**src/rtl/seq_mul_4bit_pkg.sv**
```systemverilog
// Shared constants for the 4x4 shift-add multiplier: FSM state codes, step count, widths.
package seq_mul_4bit_pkg;

  localparam int MUL_WIDTH = 4;
  localparam int MUL_STEPS = 4;
  localparam int CNT_W     = 2;

  localparam logic [1:0] S_IDLE = 2'd0;
  localparam logic [1:0] S_CALC = 2'd1;
  localparam logic [1:0] S_DONE = 2'd2;

endpackage

```
**src/rtl/seq_mul_4bit_if.sv**
```systemverilog
// Operand/result bus of the sequential multiplier; abort exists only when MUL_ABORT_EN is defined.
interface seq_mul_4bit_if #(parameter int WIDTH = 4);

  logic               start;
  logic [WIDTH-1:0]   A;
  logic [WIDTH-1:0]   B;
  logic               busy;
  logic               done;
  logic [2*WIDTH-1:0] PRODUCT;
`ifdef MUL_ABORT_EN
  logic               abort;

  modport master (output start, A, B, abort, input busy, done, PRODUCT);
  modport slave  (input start, A, B, abort, output busy, done, PRODUCT);
`else
  modport master (output start, A, B, input busy, done, PRODUCT);
  modport slave  (input start, A, B, output busy, done, PRODUCT);
`endif

endinterface

```
**src/rtl/seq_mul_4bit_adder.sv**
```systemverilog
// 4-bit ripple-carry adder used for the multiplier's add step; Overflow is the final carry-out.
module adder_4bit (
  input  logic [3:0] A,
  input  logic [3:0] B,
  input  logic       C0,
  output logic [3:0] SUM,
  output logic       Overflow
);

  logic [4:0] w_c;

  always_comb begin
    w_c      = '0;
    SUM      = '0;
    w_c[0]   = C0;
    for (int i = 0; i < 4; i++) begin
      SUM[i]   = A[i] ^ B[i] ^ w_c[i];
      w_c[i+1] = (A[i] & B[i]) | (w_c[i] & (A[i] ^ B[i]));
    end
    Overflow = w_c[4];
  end

endmodule

```
**src/rtl/seq_mul_4bit.sv**
```systemverilog
// Sequential shift-add unsigned multiplier, 4b x 4b -> 8b, one partial product per clock.
// Optional MUL_ABORT_EN adds a synchronous abort that cancels an operation in progress.
module seq_mul_4bit
  import seq_mul_4bit_pkg::*;
#(
  parameter int WIDTH = MUL_WIDTH
) (
  input  logic           clk,
  input  logic           rst_n,
  seq_mul_4bit_if.slave  bus
);

  logic [1:0]         r_state;
  logic [CNT_W-1:0]   r_cnt;
  logic [WIDTH-1:0]   r_mcand;
  logic [WIDTH-1:0]   r_mplr;
  logic [2*WIDTH-1:0] r_acc;
  logic [2*WIDTH-1:0] r_product;

  logic [WIDTH-1:0]   w_addend;
  logic [WIDTH-1:0]   w_sum;
  logic               w_carry;
  logic [2*WIDTH-1:0] w_acc_nxt;
  logic               w_last;
  logic               w_accept;
  logic               w_abort;
  logic               w_unused_lsb;

  assign w_addend = r_mplr[0] ? r_mcand : '0;

  adder_4bit u_adder (
    .A        (r_acc[2*WIDTH-1:WIDTH]),
    .B        (w_addend),
    .C0       (1'b0),
    .SUM      (w_sum),
    .Overflow (w_carry)
  );

  // Carry re-enters at the top, so the 9-bit sum survives the right shift intact.
  assign w_acc_nxt    = {w_carry, w_sum, r_acc[WIDTH-1:1]};
  assign w_unused_lsb = r_acc[0];

  assign w_last   = (r_cnt == CNT_W'(MUL_STEPS - 1));
  assign w_accept = bus.start && ((r_state == S_IDLE) || (r_state == S_DONE));

`ifdef MUL_ABORT_EN
  assign w_abort = bus.abort && (r_state == S_CALC);
`else
  assign w_abort = 1'b0;
`endif

  always_ff @(posedge clk or negedge rst_n) begin
    if (!rst_n) begin
      r_state   <= S_IDLE;
      r_cnt     <= '0;
      r_mcand   <= '0;
      r_mplr    <= '0;
      r_acc     <= '0;
      r_product <= '0;
    end else begin
      case (r_state)
        S_IDLE, S_DONE: begin
          if (w_accept) begin
            r_mcand <= bus.A;
            r_mplr  <= bus.B;
            r_acc   <= '0;
            r_cnt   <= '0;
            r_state <= S_CALC;
          end else begin
            r_state <= S_IDLE;
          end
        end
        S_CALC: begin
          if (w_abort) begin
            r_cnt   <= '0;
            r_state <= S_IDLE;
          end else begin
            r_acc  <= w_acc_nxt;
            r_mplr <= r_mplr >> 1;
            r_cnt  <= r_cnt + 1'b1;
            if (w_last) begin
              r_product <= w_acc_nxt;
              r_state   <= S_DONE;
            end
          end
        end
        default: r_state <= S_IDLE;
      endcase
    end
  end

  assign bus.busy    = (r_state == S_CALC);
  assign bus.done    = (r_state == S_DONE);
  assign bus.PRODUCT = r_product;

endmodule

```
**src/flat_wrapper.sv**
```systemverilog
// flat-port wrapper written by rule: the top's interface ports become plain ports
module seq_mul_4bit_flat import seq_mul_4bit_pkg::*;
#(
  parameter int WIDTH = MUL_WIDTH
)
  (clk, rst_n, bus_start, bus_A, bus_B, bus_busy, bus_done, bus_PRODUCT);
  seq_mul_4bit_if #(.WIDTH(WIDTH)) bus_i ();
  input  logic clk;
  input  logic rst_n;
  input wire logic [$bits(bus_i.start)-1:0] bus_start;
  input wire logic [$bits(bus_i.A)-1:0] bus_A;
  input wire logic [$bits(bus_i.B)-1:0] bus_B;
  output wire logic [$bits(bus_i.busy)-1:0] bus_busy;
  output wire logic [$bits(bus_i.done)-1:0] bus_done;
  output wire logic [$bits(bus_i.PRODUCT)-1:0] bus_PRODUCT;
  assign bus_i.start = bus_start;
  assign bus_i.A = bus_A;
  assign bus_i.B = bus_B;
  assign bus_busy = bus_i.busy;
  assign bus_done = bus_i.done;
  assign bus_PRODUCT = bus_i.PRODUCT;
  seq_mul_4bit #(.WIDTH(WIDTH)) u_core (.clk(clk), .rst_n(rst_n), .bus(bus_i));
endmodule
```
**config.mk**
```make
export PLATFORM = sky130hd
export DESIGN_NAME = seq_mul_4bit_flat
export DESIGN_NICKNAME = d
export VERILOG_FILES = /design/src/rtl/seq_mul_4bit_pkg.sv /design/src/rtl/seq_mul_4bit_if.sv /design/src/rtl/seq_mul_4bit_adder.sv /design/src/rtl/seq_mul_4bit.sv /design/src/flat_wrapper.sv
export SDC_FILE = /design/constraint.sdc
export NUM_CORES = 1
export LEC_CHECK = 0
export BUFFER_PORTS_ARGS = -buffer_cell sky130_fd_sc_hd__clkbuf_2
export CAP_MARGIN = 20
export CELL_PAD_IN_SITES_DETAIL_PLACEMENT = 0
export CELL_PAD_IN_SITES_GLOBAL_PLACEMENT = 1
export CORE_MARGIN = 3
export CORE_UTILIZATION = 43
export DETAILED_ROUTE_END_ITERATION = 16
export GPL_ROUTABILITY_DRIVEN = 0
export PLACE_DENSITY = 0.74
export SETUP_SLACK_MARGIN = 0.1
export SLEW_MARGIN = 10
export SYNTH_ARGS = -nofsm -noshare
export SYNTH_HDL_FRONTEND = slang
export SYNTH_SLANG_ARGS = --single-unit
```
**constraint.sdc**
```tcl
create_clock -name clk -period 3.09 [get_ports clk]
set_input_delay 0.4635 -clock clk [delete_from_list [all_inputs] [get_ports clk]]
set_output_delay 0.4635 -clock clk [all_outputs]
set_load 0.03 [all_outputs]
```
==> impl_metrics.csv, run 1 <==
group,metric,value,unit
run_status,status,"finished, final reports clean",
setup_path,worstSetupStartpointType,"flip-flop",
logic_synthesis,synth_cell_type_count,30,
logic_synthesis,synth_area,1310,µm²
clock_tree,cts_resized,0,
power_and_ir_drop,switchingPower,596,µW
setup_path,crit_required,3.30,ns
cells_and_area,fill_cells,262,
clock_tree,cts_buffers,3,
global_routing,grtUsageTotal,13.5,%
setup_path,path_class,"flip-flop to flip-flop",
route,postRouteWirelength,2240,µm
route,routedWlPerCell,14.2,µm
power_and_ir_drop,p_clk_share,11.0,%
route,drt_iter0_markers,63,
sta,hold_viol,0,
setup_path,endpoint_kind,"flip-flop",
route,via_count,855,
clock_tree,clk_pin_slew,0.16,ns
global_routing,grt_pass1_vias,778,
clock_tree,cts_tree,"done",
floorplanning,design.core.area,2830,µm²
power_and_ir_drop,powerDensity,1010,nW/µm²
floorplanning,die_h,61.2,µm
clock_tree,clk_path_buf_depth,2,
clock_tree,htreeDepth,1,
power_and_ir_drop,pwr-share-comb,43.8,%
power_and_ir_drop,seqPwrFrac,45.2,%
placement,pre_cts_ws,0.719,ns
clock_tree,clkSinkCount,27,
global_routing,antenna_found_initial,0,
cells_and_area,area_growth,9.17,%
route,firstDrtPassIters,4,
setup_path,reg2reg_slack,0.73,ns
placement,hpwl,1590,µm
floorplanning,chipWidth,61.2,µm
power_and_ir_drop,p_int,854,µW
setup_path,reg2reg_depth,9,
logic_synthesis,syn-num-nets,126,
route,vias_per_cell,5.41,
clock_tree,post_cts_buffers,0,
sta,slew_headroom,53.2,%
route,ant_nets,0,
clock_tree,hold_buffers,0,
placement,io_buffers,20,
floorplanning,rows,19,
floorplanning,fp.dieArea,3740,µm²
power_and_ir_drop,vdd_drop_max,0.419,mV
route,drc,0,
sta,period_needed,2.36,ns
power_and_ir_drop,swShare,41.1,%
cells_and_area,mostFrequentLayoutCells,"27 x dfrtp_1, 20 x clkbuf_2, 11 x nand2_1, 11 x mux2_2, 9 x o21ai_0",
setup_path,worstPathMaxFanout,5,
logic_synthesis,synth.avg_cell_area,11.9,µm²
sta,rsz0062_at_grt,"false",
global_routing,grt_max_degree,28,
logic_synthesis,ys_seq_elements,27,
sta,max_freq,0.423,GHz
cells_and_area,diodes,0,
logic_synthesis,yosysWarnings,0,
power_and_ir_drop,leakage,0.000678,µW
cells_and_area,nets,144,
sta,fin_ws,0.727,ns
logic_synthesis,ys_seq_area_share,51.6,%
cells_and_area,layout_commonest_cell,"dfrtp_1",
floorplanning,pin_count,21,
global_routing,grt_remaining_overflow,0,
sta,finalCritPeriodShare,76.5,%
sta,slew_viol_final,0,
setup_path,worstReg2RegStart,"u_core.r_mplr[0]",
sta,worst_slew_pin_slew,0.702,ns
setup_path,crit_path_start,"u_core.r_mplr[0]",
global_routing,grt_pass1_wl,3650,µm
setup_path,r2r_end,"u_core.r_acc[6]",
cells_and_area,drive_gt1_share,30.7,%
clock_tree,insertion_delay,0.34,ns
setup_path,crit_path_end,"u_core.r_acc[6]",
floorplanning,initial_core_util,46.3,%
flow_run,maxCapViolCount,0,
clock_tree,cts_root_buf,"clkbuf_4",
setup_path,cp.arrival,2.58,ns
sta,tns,0,ns
sta,fin_worst_skew,0.0167,ns
logic_synthesis,netlist_instances,110,
sta,setup_viol,0,
hold_path,hold_class,"input port to asynchronous set/reset pin",
power groups by stage:
stage	clock, µW	combinational (µW)	sequential, µW
after floorplan	0	480	678
after global placement	0	630	654
after detailed placement	0	644	667
after CTS	165	646	658
after global routing	180	712	679
final	159	636	656
how the worst min path moves through the flow:
| stage | depth (start not counted) | end |
|---|---|---|
| finish | 1 | u_core.r_state[1] |
| global route | 1 | u_core.r_state[1] |
| CTS | 1 | u_core.bus.PRODUCT[1] |
| detailed placement | 2 | u_core.bus.PRODUCT[7] |
| global placement | 2 | u_core.bus.PRODUCT[7] |
| floorplan | 0 | u_core.bus.PRODUCT[0] |
area by class of cell:
cell class	instances	area (µm²)	share of cell area, %
clock buffers	3	22.5	1.57
flip-flops and latches	27	676	47.2
clock inverters	1	7.51	0.525
inverters	6	22.5	1.57
repair buffers	20	100	7.00
multi-input cells	70	563	39.4
well taps	31	38.8	2.71
cells by family (layout without fill, tap and decap cells):
kind of cell / after synthesis / after routing / synth area share [%]
buffers and inverters: 13 / 30 / 5.44
flip-flops: 27 / 27 / 51.6
AO/OA/AOI/OAI: 22 / 22 / 11.3
XOR/XNOR: 1 / 1 / 0.669
multiplexers: 15 / 15 / 12.9
AND/OR/NAND/NOR: 27 / 27 / 11.7
adder cells (fa/ha/maj): 5 / 5 / 6.49
sequential cells by signal, summed over array words and instances (netlist names):
signal	count
u_core.bus.PRODUCT	8
u_core.r_acc	7
u_core.r_cnt	2
u_core.r_mcand	4
u_core.r_mplr	4
u_core.r_state	2
cells in the mapped netlist:
cell / instances / area [µm²]
a211oi_1: 2 / 15.0
a21oi_1: 2 / 10.0
a221o_1: 1 / 10.0
a22o_1: 5 / 43.8
and2_1: 1 / 6.26
and3b_1: 1 / 8.76
buf_2: 3 / 15.0
buf_4: 1 / 7.51
buf_6: 2 / 22.5
clkbuf_1: 1 / 3.75
dfrtp_1: 27 / 676
fa_1: 3 / 60.1
ha_1: 2 / 25.0
inv_1: 5 / 18.8
inv_2: 1 / 3.75
mux2_2: 11 / 124
mux2_4: 1 / 15.0
mux2i_1: 3 / 30.0
nand2_1: 11 / 41.3
nand2b_1: 5 / 31.3
nand3_1: 2 / 10.0
nand3b_4: 1 / 20.0
nor2_1: 1 / 3.75
nor2_2: 1 / 6.26
nor2b_1: 4 / 25.0
o21ai_0: 9 / 45.0
o21bai_1: 1 / 7.51
o2bb2ai_1: 1 / 8.76
o31ai_1: 1 / 7.51
xnor2_1: 1 / 8.76
worst max-delay path: stages, from the launching register on:
cell and delay, ns:
dfrtp_1 0.44, and2_1 0.15, ha_1 0.13, inv_1 0.05, fa_1 0.38, fa_1 0.39, fa_1 0.51, nand2b_1 0.06
nand3_1 0.07, o31ai_1 0.08
layer usage:
layer  up-vias  share of wire [%]  track usage, %
met1       420                 51            19.2
met4         0                1.4            7.43
met2        21                 44            19.2
li1        410                  -               -
met3         4                4.1            2.52
met5         -                  0               0
metrics by stage:
step                      util, %  hold WS [ns]  cell area (µm²)  instances  power, µW
after floorplan                 -         0.168             1310        110       1160
after global placement       49.5         0.463             1400        154       1280
after detailed placement     49.5         0.471             1400        154       1310
after CTS                    50.6         0.137             1430        158       1470
after global routing         50.6         0.154             1430        158       1570
final                        50.6         0.121             1430        158       1450
Note: power is estimated with default switching activity, not from simulation.
==> run 2, diff against run 1 <==
==> constraint.sdc (replaced) <==
create_clock -name clk -period 2.5 [get_ports clk]
set_input_delay 0.375 -clock clk [delete_from_list [all_inputs] [get_ports clk]]
set_output_delay 0.375 -clock clk [all_outputs]
set_load 0.03 [all_outputs]
==> impl_metrics.csv, run 2 (synthesis gave the netlist of run 1 again) <==
group,metric,value,unit
run_status,status,"finished, final reports clean",
clock_tree,hold_buffers,0,
cells_and_area,largest_reg_flops,8,
placement,io_buffers,20,
route,firstDrtPassIters,3,
cells_and_area,fill_cells,251,
sta,period_needed,2.28,ns
clock_tree,cts_tree,"done",
setup_path,path_class,"flip-flop to flip-flop",
sta,hold_viol,0,
route,routedWlPerCell,14.0,µm
sta,slew_headroom,56.2,%
route,via_count,833,
setup_path,worstPathMaxFanout,5,
flow_run,maxCapViolCount,0,
route,drc,0,
clock_tree,clk_pin_slew,0.16,ns
floorplanning,initial_core_util,46.3,%
setup_path,cp_cell_sequence,"and2_1 > ha_1 > inv_1 > fa_1 > fa_2 > fa_1 > nand2b_1 > nand3_1 > o31ai_1",
sta,worst_slew_pin_slew,0.658,ns
route,drt_iter0_markers,25,
cells_and_area,final_cell_count_no_fill,160,
setup_path,crit_path_start,"u_core.r_mplr[0]",
sta,tns,0,ns
setup_path,endpoint_kind,"flip-flop",
clock_tree,cts_buffers,3,
setup_path,worstReg2RegStart,"u_core.r_mplr[0]",
clock_tree,htreeDepth,1,
cells_and_area,layout_commonest_cell,"dfrtp_1",
placement,hpwl,1650,µm
floorplanning,pin_count,21,
sta,setup_viol,0,
global_routing,grt_pass1_wl,4000,µm
power_and_ir_drop,leakage,0.000689,µW
floorplanning,design.core.area,2830,µm²
route,postRouteWirelength,2240,µm
floorplanning,die_h,61.2,µm
cells_and_area,diodes,0,
power_and_ir_drop,vdd_drop_max,0.636,mV
global_routing,grtUsageTotal,14.6,%
setup_path,worstSetupStartpointType,"flip-flop",
setup_path,max_stage_delay,0.50,ns
global_routing,antenna_found_initial,0,
cells_and_area,seq_area,676,µm²
cells_and_area,mostFrequentLayoutCells,"27 x dfrtp_1, 20 x clkbuf_2, 11 x nand2_1, 11 x mux2_2, 8 x o21ai_0",
floorplanning,chipWidth,61.2,µm
placement,dpl.cell_count,155,
route,vias_per_cell,5.21,
sta,rsz0062_at_grt,"false",
setup_path,crit_required,2.74,ns
global_routing,grt_max_degree,28,
sta,max_freq,0.439,GHz
cells_and_area,nets,146,
sta,slew_viol_final,0,
cells_and_area,multiInputGateArea,566,µm²
floorplanning,rows,19,
floorplanning,fp.dieArea,3740,µm²
hold_path,hold_class,"input port to asynchronous set/reset pin",
global_routing,grt_pass1_vias,869,
clock_tree,cts_root_buf,"clkbuf_4",
clock_tree,clk_path_buf_depth,2,
cells_and_area,drive_gt1_share,32.6,%
sta,fin_worst_skew,0.0114,ns
setup_path,slowest_stage,"fa_1",
sta,finalCritPeriodShare,91.1,%
cells_and_area,area_growth,10.5,%
route,ant_nets,0,
clock_tree,insertion_delay,0.33,ns
setup_path,cp.arrival,2.52,ns
clock_tree,clkSinkCount,27,
power_and_ir_drop,powerDensity,1260,nW/µm²
setup_path,path_common_cell,"fa_1",
global_routing,grt_remaining_overflow,0,
run 2: cell count changes in the layout (fill, tap and decap cells not counted):
cell / before / now
buf_4: 0 / 2
fa_2: 0 / 1
o21ai_1: 0 / 1
o21ai_0: 9 / 8
fa_1: 3 / 2
run 2: timing repair:
action,CTS,global route
setup endpoints to repair,0,2
buffers inserted,0,1
hold endpoints to repair,0,0
gates resized for setup,0,2
run 2: path summary, 6_finish.rpt:
check / endpoint / slack [ns] / cells past startpoint
worst min register to register: u_core.bus.PRODUCT[4] / 0.50 / 2
worst min-delay path: u_core.r_state[1] / 0.03 / 1
min in group clk: u_core.r_mcand[0] / 0.26 / 2
worst max-delay path: u_core.r_acc[6] / 0.22 / 9
max in group asynchronous: u_core.r_mcand[3] / 2.03 / 1
worst max register to register: u_core.r_acc[6] / 0.22 / 9
run 2: worst max-delay path, delay by kind of cell, from the launching register on:
family	cells	cell delay [ns]
AND/OR/NAND/NOR	3	0.26
buffers and inverters	1	0.05
AO/OA/AOI/OAI	1	0.07
flip-flops	1	0.42
adder cells (fa/ha/maj)	4	1.39
run 2: through the flow:
step,hold slack [ns],instance area (µm²),util (%),worst slack (ns),total power [µW]
2_1_floorplan,0.0794,1310,-,0.293,1430
3_3_place_gp,0.440,1410,49.8,0.244,1600
3_5_place_dp,0.443,1410,49.8,0.170,1640
4_1_cts,0.0571,1440,50.8,0.156,1830
5_1_grt,0.0611,1450,51.2,0.121,1990
6_report,0.0329,1450,51.2,0.222,1820
run 2: cell type report:
type,count,share of cell area (%)
inverter,6,1.56
clock buffer,3,1.56
timing repair buffer,22,7.95
clock inverter,1,0.519
tap,31,2.68
sequential,27,46.7
multi-input combinational,70,39.1
run 2: power breakdown:
part,switching [µW],internal (µW)
sequential,157,622
combinational,450,394
clock,135,61.3
total,741,1080
run 2: layer usage:
| metal | track usage [%] | up-vias | routed length, µm |
|---|---|---|---|
| li1 | - | 414 | - |
| met3 | 3.98 | 4 | 102 |
| met2 | 23.1 | 19 | 1010 |
| met1 | 19.3 | 396 | 1100 |
| met5 | 0 | - | 0 |
| met4 | 4.64 | 0 | 28 |
